==> src/rtl/apb_rr_master_arbiter.sv <==
// Round-robin arbiter sharing one APB master port between NUM_REQ local requesters.
// Latency: request seen in IDLE at T -> psel T+1, penable T+2, rsp_done T+3 with zero wait states.
// Backpressure: requesters hold req_valid until rsp_done; a PREADY timeout forces an error completion.
module apb_rr_master_arbiter #(
    parameter int NUM_REQ        = 4,
    parameter int ADDR_WIDTH     = 32,
    parameter int DATA_WIDTH     = 32,
    parameter int TIMEOUT_CYCLES = 16
) (
    input  logic                             pclk,
    input  logic                             presetn,
    input  logic [NUM_REQ-1:0]               req_valid,
    input  logic [NUM_REQ-1:0]               req_write,
    input  logic [NUM_REQ*ADDR_WIDTH-1:0]    req_addr,
    input  logic [NUM_REQ*DATA_WIDTH-1:0]    req_wdata,
    output logic [NUM_REQ-1:0]               rsp_done,
    output logic [DATA_WIDTH-1:0]            rsp_rdata,
    output logic                             rsp_err,
    output logic                             psel,
    output logic                             penable,
    output logic                             pwrite,
    output logic [ADDR_WIDTH-1:0]            paddr,
    output logic [DATA_WIDTH-1:0]            pwdata,
    input  logic [DATA_WIDTH-1:0]            prdata,
    input  logic                             pready,
    input  logic                             pslverr
);

    localparam int GW = (NUM_REQ > 1) ? $clog2(NUM_REQ) : 1;
    localparam int CW = $clog2(TIMEOUT_CYCLES + 1);
    localparam logic [GW-1:0] LAST_IDX  = GW'(NUM_REQ - 1);
    localparam logic [CW-1:0] TMO_LAST  = CW'(TIMEOUT_CYCLES - 1);

    localparam logic [1:0] ST_IDLE   = 2'd0;
    localparam logic [1:0] ST_SETUP  = 2'd1;
    localparam logic [1:0] ST_ACCESS = 2'd2;

    logic [1:0]            state_q, state_d;
    logic [GW-1:0]         last_grant_q, last_grant_d;
    logic [GW-1:0]         grant_q, grant_d;
    logic [CW-1:0]         cnt_q, cnt_d;
    logic                  psel_q, psel_d;
    logic                  penable_q, penable_d;
    logic                  pwrite_q, pwrite_d;
    logic [ADDR_WIDTH-1:0] paddr_q, paddr_d;
    logic [DATA_WIDTH-1:0] pwdata_q, pwdata_d;
    logic [NUM_REQ-1:0]    done_q, done_d;
    logic [DATA_WIDTH-1:0] rdata_q, rdata_d;
    logic                  err_q, err_d;

    logic [NUM_REQ-1:0]    eligible;
    logic                  arb_hit;
    logic [GW-1:0]         arb_idx;
    logic [GW-1:0]         cand;
    logic                  sel_write;
    logic [ADDR_WIDTH-1:0] sel_addr;
    logic [DATA_WIDTH-1:0] sel_wdata;

    // Round-robin pick: first eligible requester after last_grant, wrapping; a requester
    // whose done pulse is out this cycle is masked so it is not re-granted the same transfer.
    always_comb begin
        eligible = req_valid & ~done_q;
        arb_hit  = 1'b0;
        arb_idx  = last_grant_q;
        cand     = '0;
        for (int k = 1; k <= NUM_REQ; k++) begin
            cand = GW'((int'(last_grant_q) + k) % NUM_REQ);
            for (int i = 0; i < NUM_REQ; i++) begin
                if (!arb_hit && (cand == GW'(i)) && eligible[i]) begin
                    arb_hit = 1'b1;
                    arb_idx = cand;
                end
            end
        end
    end

    // Mux the winning requester's command fields.
    always_comb begin
        sel_write = 1'b0;
        sel_addr  = '0;
        sel_wdata = '0;
        for (int i = 0; i < NUM_REQ; i++) begin
            if (arb_idx == GW'(i)) begin
                sel_write = req_write[i];
                sel_addr  = req_addr[i*ADDR_WIDTH +: ADDR_WIDTH];
                sel_wdata = req_wdata[i*DATA_WIDTH +: DATA_WIDTH];
            end
        end
    end

    // Next-state logic: IDLE grants, SETUP lasts one cycle, ACCESS waits for pready or timeout.
    always_comb begin
        state_d      = state_q;
        last_grant_d = last_grant_q;
        grant_d      = grant_q;
        cnt_d        = cnt_q;
        psel_d       = psel_q;
        penable_d    = penable_q;
        pwrite_d     = pwrite_q;
        paddr_d      = paddr_q;
        pwdata_d     = pwdata_q;
        done_d       = '0;
        rdata_d      = '0;
        err_d        = 1'b0;
        case (state_q)
            ST_IDLE: begin
                psel_d    = 1'b0;
                penable_d = 1'b0;
                cnt_d     = '0;
                if (arb_hit) begin
                    grant_d      = arb_idx;
                    last_grant_d = arb_idx;
                    pwrite_d     = sel_write;
                    paddr_d      = sel_addr;
                    pwdata_d     = sel_wdata;
                    psel_d       = 1'b1;
                    state_d      = ST_SETUP;
                end
            end
            ST_SETUP: begin
                penable_d = 1'b1;
                state_d   = ST_ACCESS;
            end
            ST_ACCESS: begin
                if (pready || (cnt_q == TMO_LAST)) begin
                    psel_d    = 1'b0;
                    penable_d = 1'b0;
                    cnt_d     = '0;
                    state_d   = ST_IDLE;
                    for (int i = 0; i < NUM_REQ; i++) begin
                        done_d[i] = (grant_q == GW'(i));
                    end
                    if (pready) begin
                        rdata_d = pwrite_q ? '0 : prdata;
                        err_d   = pslverr;
                    end else begin
                        rdata_d = '0;
                        err_d   = 1'b1;
                    end
                end else begin
                    cnt_d = cnt_q + CW'(1);
                end
            end
            default: begin
                psel_d    = 1'b0;
                penable_d = 1'b0;
                cnt_d     = '0;
                state_d   = ST_IDLE;
            end
        endcase
    end

    // State and output registers; reset drops the bus immediately and restores requester 0 priority.
    always_ff @(posedge pclk or negedge presetn) begin
        if (!presetn) begin
            state_q      <= ST_IDLE;
            last_grant_q <= LAST_IDX;
            grant_q      <= '0;
            cnt_q        <= '0;
            psel_q       <= 1'b0;
            penable_q    <= 1'b0;
            pwrite_q     <= 1'b0;
            paddr_q      <= '0;
            pwdata_q     <= '0;
            done_q       <= '0;
            rdata_q      <= '0;
            err_q        <= 1'b0;
        end else begin
            state_q      <= state_d;
            last_grant_q <= last_grant_d;
            grant_q      <= grant_d;
            cnt_q        <= cnt_d;
            psel_q       <= psel_d;
            penable_q    <= penable_d;
            pwrite_q     <= pwrite_d;
            paddr_q      <= paddr_d;
            pwdata_q     <= pwdata_d;
            done_q       <= done_d;
            rdata_q      <= rdata_d;
            err_q        <= err_d;
        end
    end

    assign psel      = psel_q;
    assign penable   = penable_q;
    assign pwrite    = pwrite_q;
    assign paddr     = paddr_q;
    assign pwdata    = pwdata_q;
    assign rsp_done  = done_q;
    assign rsp_rdata = rdata_q;
    assign rsp_err   = err_q;

endmodule

==> config.mk <==
export PLATFORM = sky130hd
export DESIGN_NAME = apb_rr_master_arbiter
export DESIGN_NICKNAME = d
export VERILOG_FILES = /design/src/rtl/apb_rr_master_arbiter.sv
export SDC_FILE = /design/constraint.sdc
export NUM_CORES = 1
export LEC_CHECK = 0
export BUFFER_PORTS_ARGS = -buffer_cell sky130_fd_sc_hd__clkbuf_2
export CAP_MARGIN = 40
export CORE_AREA = 2 2 156 158
export DETAILED_ROUTE_END_ITERATION = 8
export DIE_AREA = 0 0 158 160
export PLACE_DENSITY = 0.64
export SYNTH_ARGS = -nofsm -noshare
export SYNTH_HDL_FRONTEND = slang
export SYNTH_SLANG_ARGS = --single-unit
==> constraint.sdc <==
create_clock -name pclk -period 5.7 [get_ports pclk]
set_clock_uncertainty 0.2 [all_clocks]
set_input_delay 0.285 -clock pclk [delete_from_list [all_inputs] [get_ports pclk]]
set_output_delay 0.285 -clock pclk [all_outputs]
set_load 0.02 [all_outputs]
==> key figures <==
Worst hold path
  – Hold EP: paddr[9]
  – Min-Delay Startpoint: req_addr[73]
  – Hold path depth: 3
  – Worst min-delay path category: in -> reg

Power
  – Static power due to leakage: 5.97 nW
  – Maximum resistive drop on vdd: 0.508 mV
  – Cell area power density: 683 nW/µm²

Drt
  – Overall via count from detail_route: 7799
  – Remaining antenna violation count: 0
  – Number of vias per cell: 5.03
  – DRC violation total after the first TritonRoute iteration: 481
  – Total iterations of the first detailed-routing run: 5
  – Wire length per cell after detailed routing: 18.9 µm
  – Wirelength, routed: 29.3 mm
  – DRC violations left: 0

Synthesis
  – Cell area after technology mapping: 7000 µm²
  – Cell type contributing the most total cell area after synthesis: dfrtp_1
  – Number of cells produced by synthesis: 688
  – Mapped Avg Cell Area: 10.2 µm²
  – Post-synth EDFFs: 0
  – Combinational family with the most area after synthesis: multiplexers
  – Dominant synthesized flop cell: dfrtp_1
  – Share of Yosys cell area claimed by the top area cell type: 0.404
  – Flop and latch count out of synthesis: 115
  – Seq/Total Area, Yosys: 0.412
  – Synth cell count leaders: mux2i_1, dfrtp_1, nand2_1
  – Simple-Gate Fraction of Synth Area: 0.156
  – Number of nets produced by synthesis: 998
  – Compound-cell area share of the yosys netlist: 0.171
  – Arithmetic-cell share of the synthesized area counting full adders, half adders and majority gates: 0.0179
  – Xor-xnor portion of the synthesized cell area: 0.00608
  – Fraction of synthesized area in multiplexers: 0.186
  – Most instantiated library cell after synthesis: mux2i_1
  – Yosys warning total: 0
  – Count of different cell masters after synthesis: 51
  – Share of synthesized flip-flops with an asynchronous set or reset: 1.00
  – Top cells by area in the synthesized netlist: dfrtp_1, mux2i_1, o221ai_1, nand2_1, and2_1

Floorplanning
  – Die Outline Area: 25300 µm²
  – X dimension of the die: 158 µm
  – Die H: 160 µm
  – Top-Level Pins: 404
  – Number of cell rows: 57
  – Starting density of the core: 0.294
  – Core outline area: 23800 µm²

Placed design
  – Routability Congestion: 0.862
  – Cell area after placement: 9390 µm²
  – Dpl ws: 1530 ps
  – Count of input and output buffers: 403
  – Hpwl dp: 20.5 mm

STA
  – Post-layout minimum cycle time: 5340 ps
  – Worst slew pin tran: 817 ps
  – Max Clock Freq: 0.187 GHz
  – Period Utilization, post-route: 0.937
  – Worst slew margin relative to its limit: 0.455
  – Count of endpoints failing setup in the final report: 0
  – Total count of max-transition violations in the final report: 0
  – Number of hold-slack violations in the final timing report: 0
  – PnR worst setup slack: 357 ps
  – Setup repair after global routing missed its margin: false
  – Sum of negative setup slack: 0 ps

Clocking
  – Clock buffer count from CTS: 17
  – Clock insertion delay at the later pin of the skew report: 420 ps
  – Number of buffers inserted by post-CTS setup repair: 0
  – Post-CTS sizing: 0
  – Hold_buf cts: 132
  – Cell at the root of the clock tree: clkbuf_16
  – Clk buf depth: 2
  – Clock tree from TritonCTS: yes
  – Total number of clock tree sinks: 115
  – Total number of H-tree levels: 4
  – Clock transition time at the flip-flop clock pins of the worst setup and hold paths: 70 ps

Critical path
  – Worst Reg-to-Reg Cells: 12
  – Crit path capture type: flop
  – R2R Path Start: last_grant_q[0]
  – Setup slack of the worst register-to-register path: 360 ps
  – Worst path required time: 5800 ps
  – Startpoint type of the worst setup path: flop
  – Worst Path Max Fanout: 43
  – Crit path kind: reg -> reg
  – Critical Path AT: 5440 ps
  – Endpoint of the most critical register-to-register path: paddr[28]

Global route
  – Global-route wire length before repair: 43.3 mm
  – GRT Total Usage: 0.225
  – Via count of the first global-routing pass: 7975
  – Number of antenna violations at the first check in global routing: 3
  – Busiest layer in global routing: met2
  – Global routing met3 resource utilization: 0.0516
  – Pin count of the biggest net entering global routing: 67
  – Met2 capacity usage during global routing: 0.410
  – Grt ovf: 0
  – Met1 capacity usage during global routing: 0.255

Final layout
  – Filler instances: 2257
  – Net count reported at finish: 1520
  – Layout Area Growth over Synthesis: 61.6%
  – Proportion of layout cells with a drive suffix above 1: 0.388
  – Layout Cell Area excl Fill: 11300 µm²

Run status
  – Outcome: complete, no violations

Flow run
  – Number of violations of the max-capacitance limit: 0
[final cells by class]
class | instances | area (µm²) | area share
inverters | 21 | 78.8 | 0.00697
multi-input cells | 504 | 3800 | 0.336
clock buffers | 17 | 425 | 0.0376
clock inverters | 15 | 161 | 0.0143
flip-flops and latches | 115 | 2880 | 0.255
repair buffers | 551 | 3550 | 0.314
well taps | 324 | 405 | 0.0359
diodes | 3 | 7.51 | 0.000664
[cell families after synthesis]
group	count (synthesis)
compound gates	151
buf+inv	69
flops	115
xor+xnor	4
fa+ha+maj	10
simple gates	215
mux	124
[flip-flops by register name, indices dropped and copies added, names as in the netlist]
register	cells
cnt_q	5
grant_q	2
last_grant_q	2
paddr	32
penable	1
psel	1
pwdata	32
pwrite	1
rsp_done	4
rsp_err	1
rsp_rdata	32
state_q	2
[cells in the final DEF (no fill, tap or decap), types with 17 or more instances in the layout]
| cell type | synthesis | final |
|---|---|---|
| mux2i_1 | 119 | 119 |
| nand2_1 | 80 | 79 |
| clkbuf_16 | 0 | 17 |
| dlygate4sd3_1 | 0 | 132 |
| o221ai_1 | 53 | 53 |
| and2_1 | 32 | 32 |
| o21ai_0 | 22 | 22 |
| dfrtp_1 | 113 | 113 |
| clkbuf_2 | 0 | 402 |
| nor2_1 | 50 | 50 |
| inv_1 | 21 | 21 |
[stage by stage]
| stage | instances | hold WS (ps) | util | power, W |
|---|---|---|---|---|
| detailed placement | 1383 | 155 | 0.394 | 0.00603 |
| finish | 1550 | 6.35 | 0.475 | 0.00772 |
| CTS | 1547 | 0.108 | 0.474 | 0.00767 |
| global placement | 1378 | 150 | 0.391 | 0.00584 |
| floorplan | 688 | -211 | - | 0.00481 |
| global route | 1550 | 2.63 | 0.475 | 0.00819 |
[worst max-delay path by stage]
stage	end	depth (start not counted)	from	slack (ps)
final	paddr[28]	12	last_grant_q[0]	360
after global routing	paddr[28]	12	last_grant_q[0]	160
after CTS	pwdata[16]	12	last_grant_q[0]	510
after detailed placement	pwdata[22]	10	last_grant_q[0]	1530
after global placement	paddr[19]	8	last_grant_q[0]	1610
after floorplan	paddr[0]	11	last_grant_q[0]	2590
[routing by layer]
metal	part of all wire	wire length, µm
met5	0	0
met4	0.025	721
met3	0.064	1870
met2	0.52	15300
met1	0.39	11400
[power breakdown]
part	switching [W]	internal, W	total [W]
clock	0.000499	0.000589	0.00109
combinational	0.00292	0.00236	0.00528
sequential	0.000205	0.00114	0.00135
total	0.00362	0.00409	0.00772
[worst max-delay path: stages, from the launching register on]
cell and delay (ps):
dfstp_2 630, inv_1 200, ha_1 340, buf_4 230
inv_1 410, a41oi_1 150, a41oi_2 350, and3_4 770
buf_12 350, mux2i_1 240, dlygate4sd3_1 590, o221ai_1 140
dlygate4sd3_1 580
No activity file was read; power rests on OpenSTA's default activity.
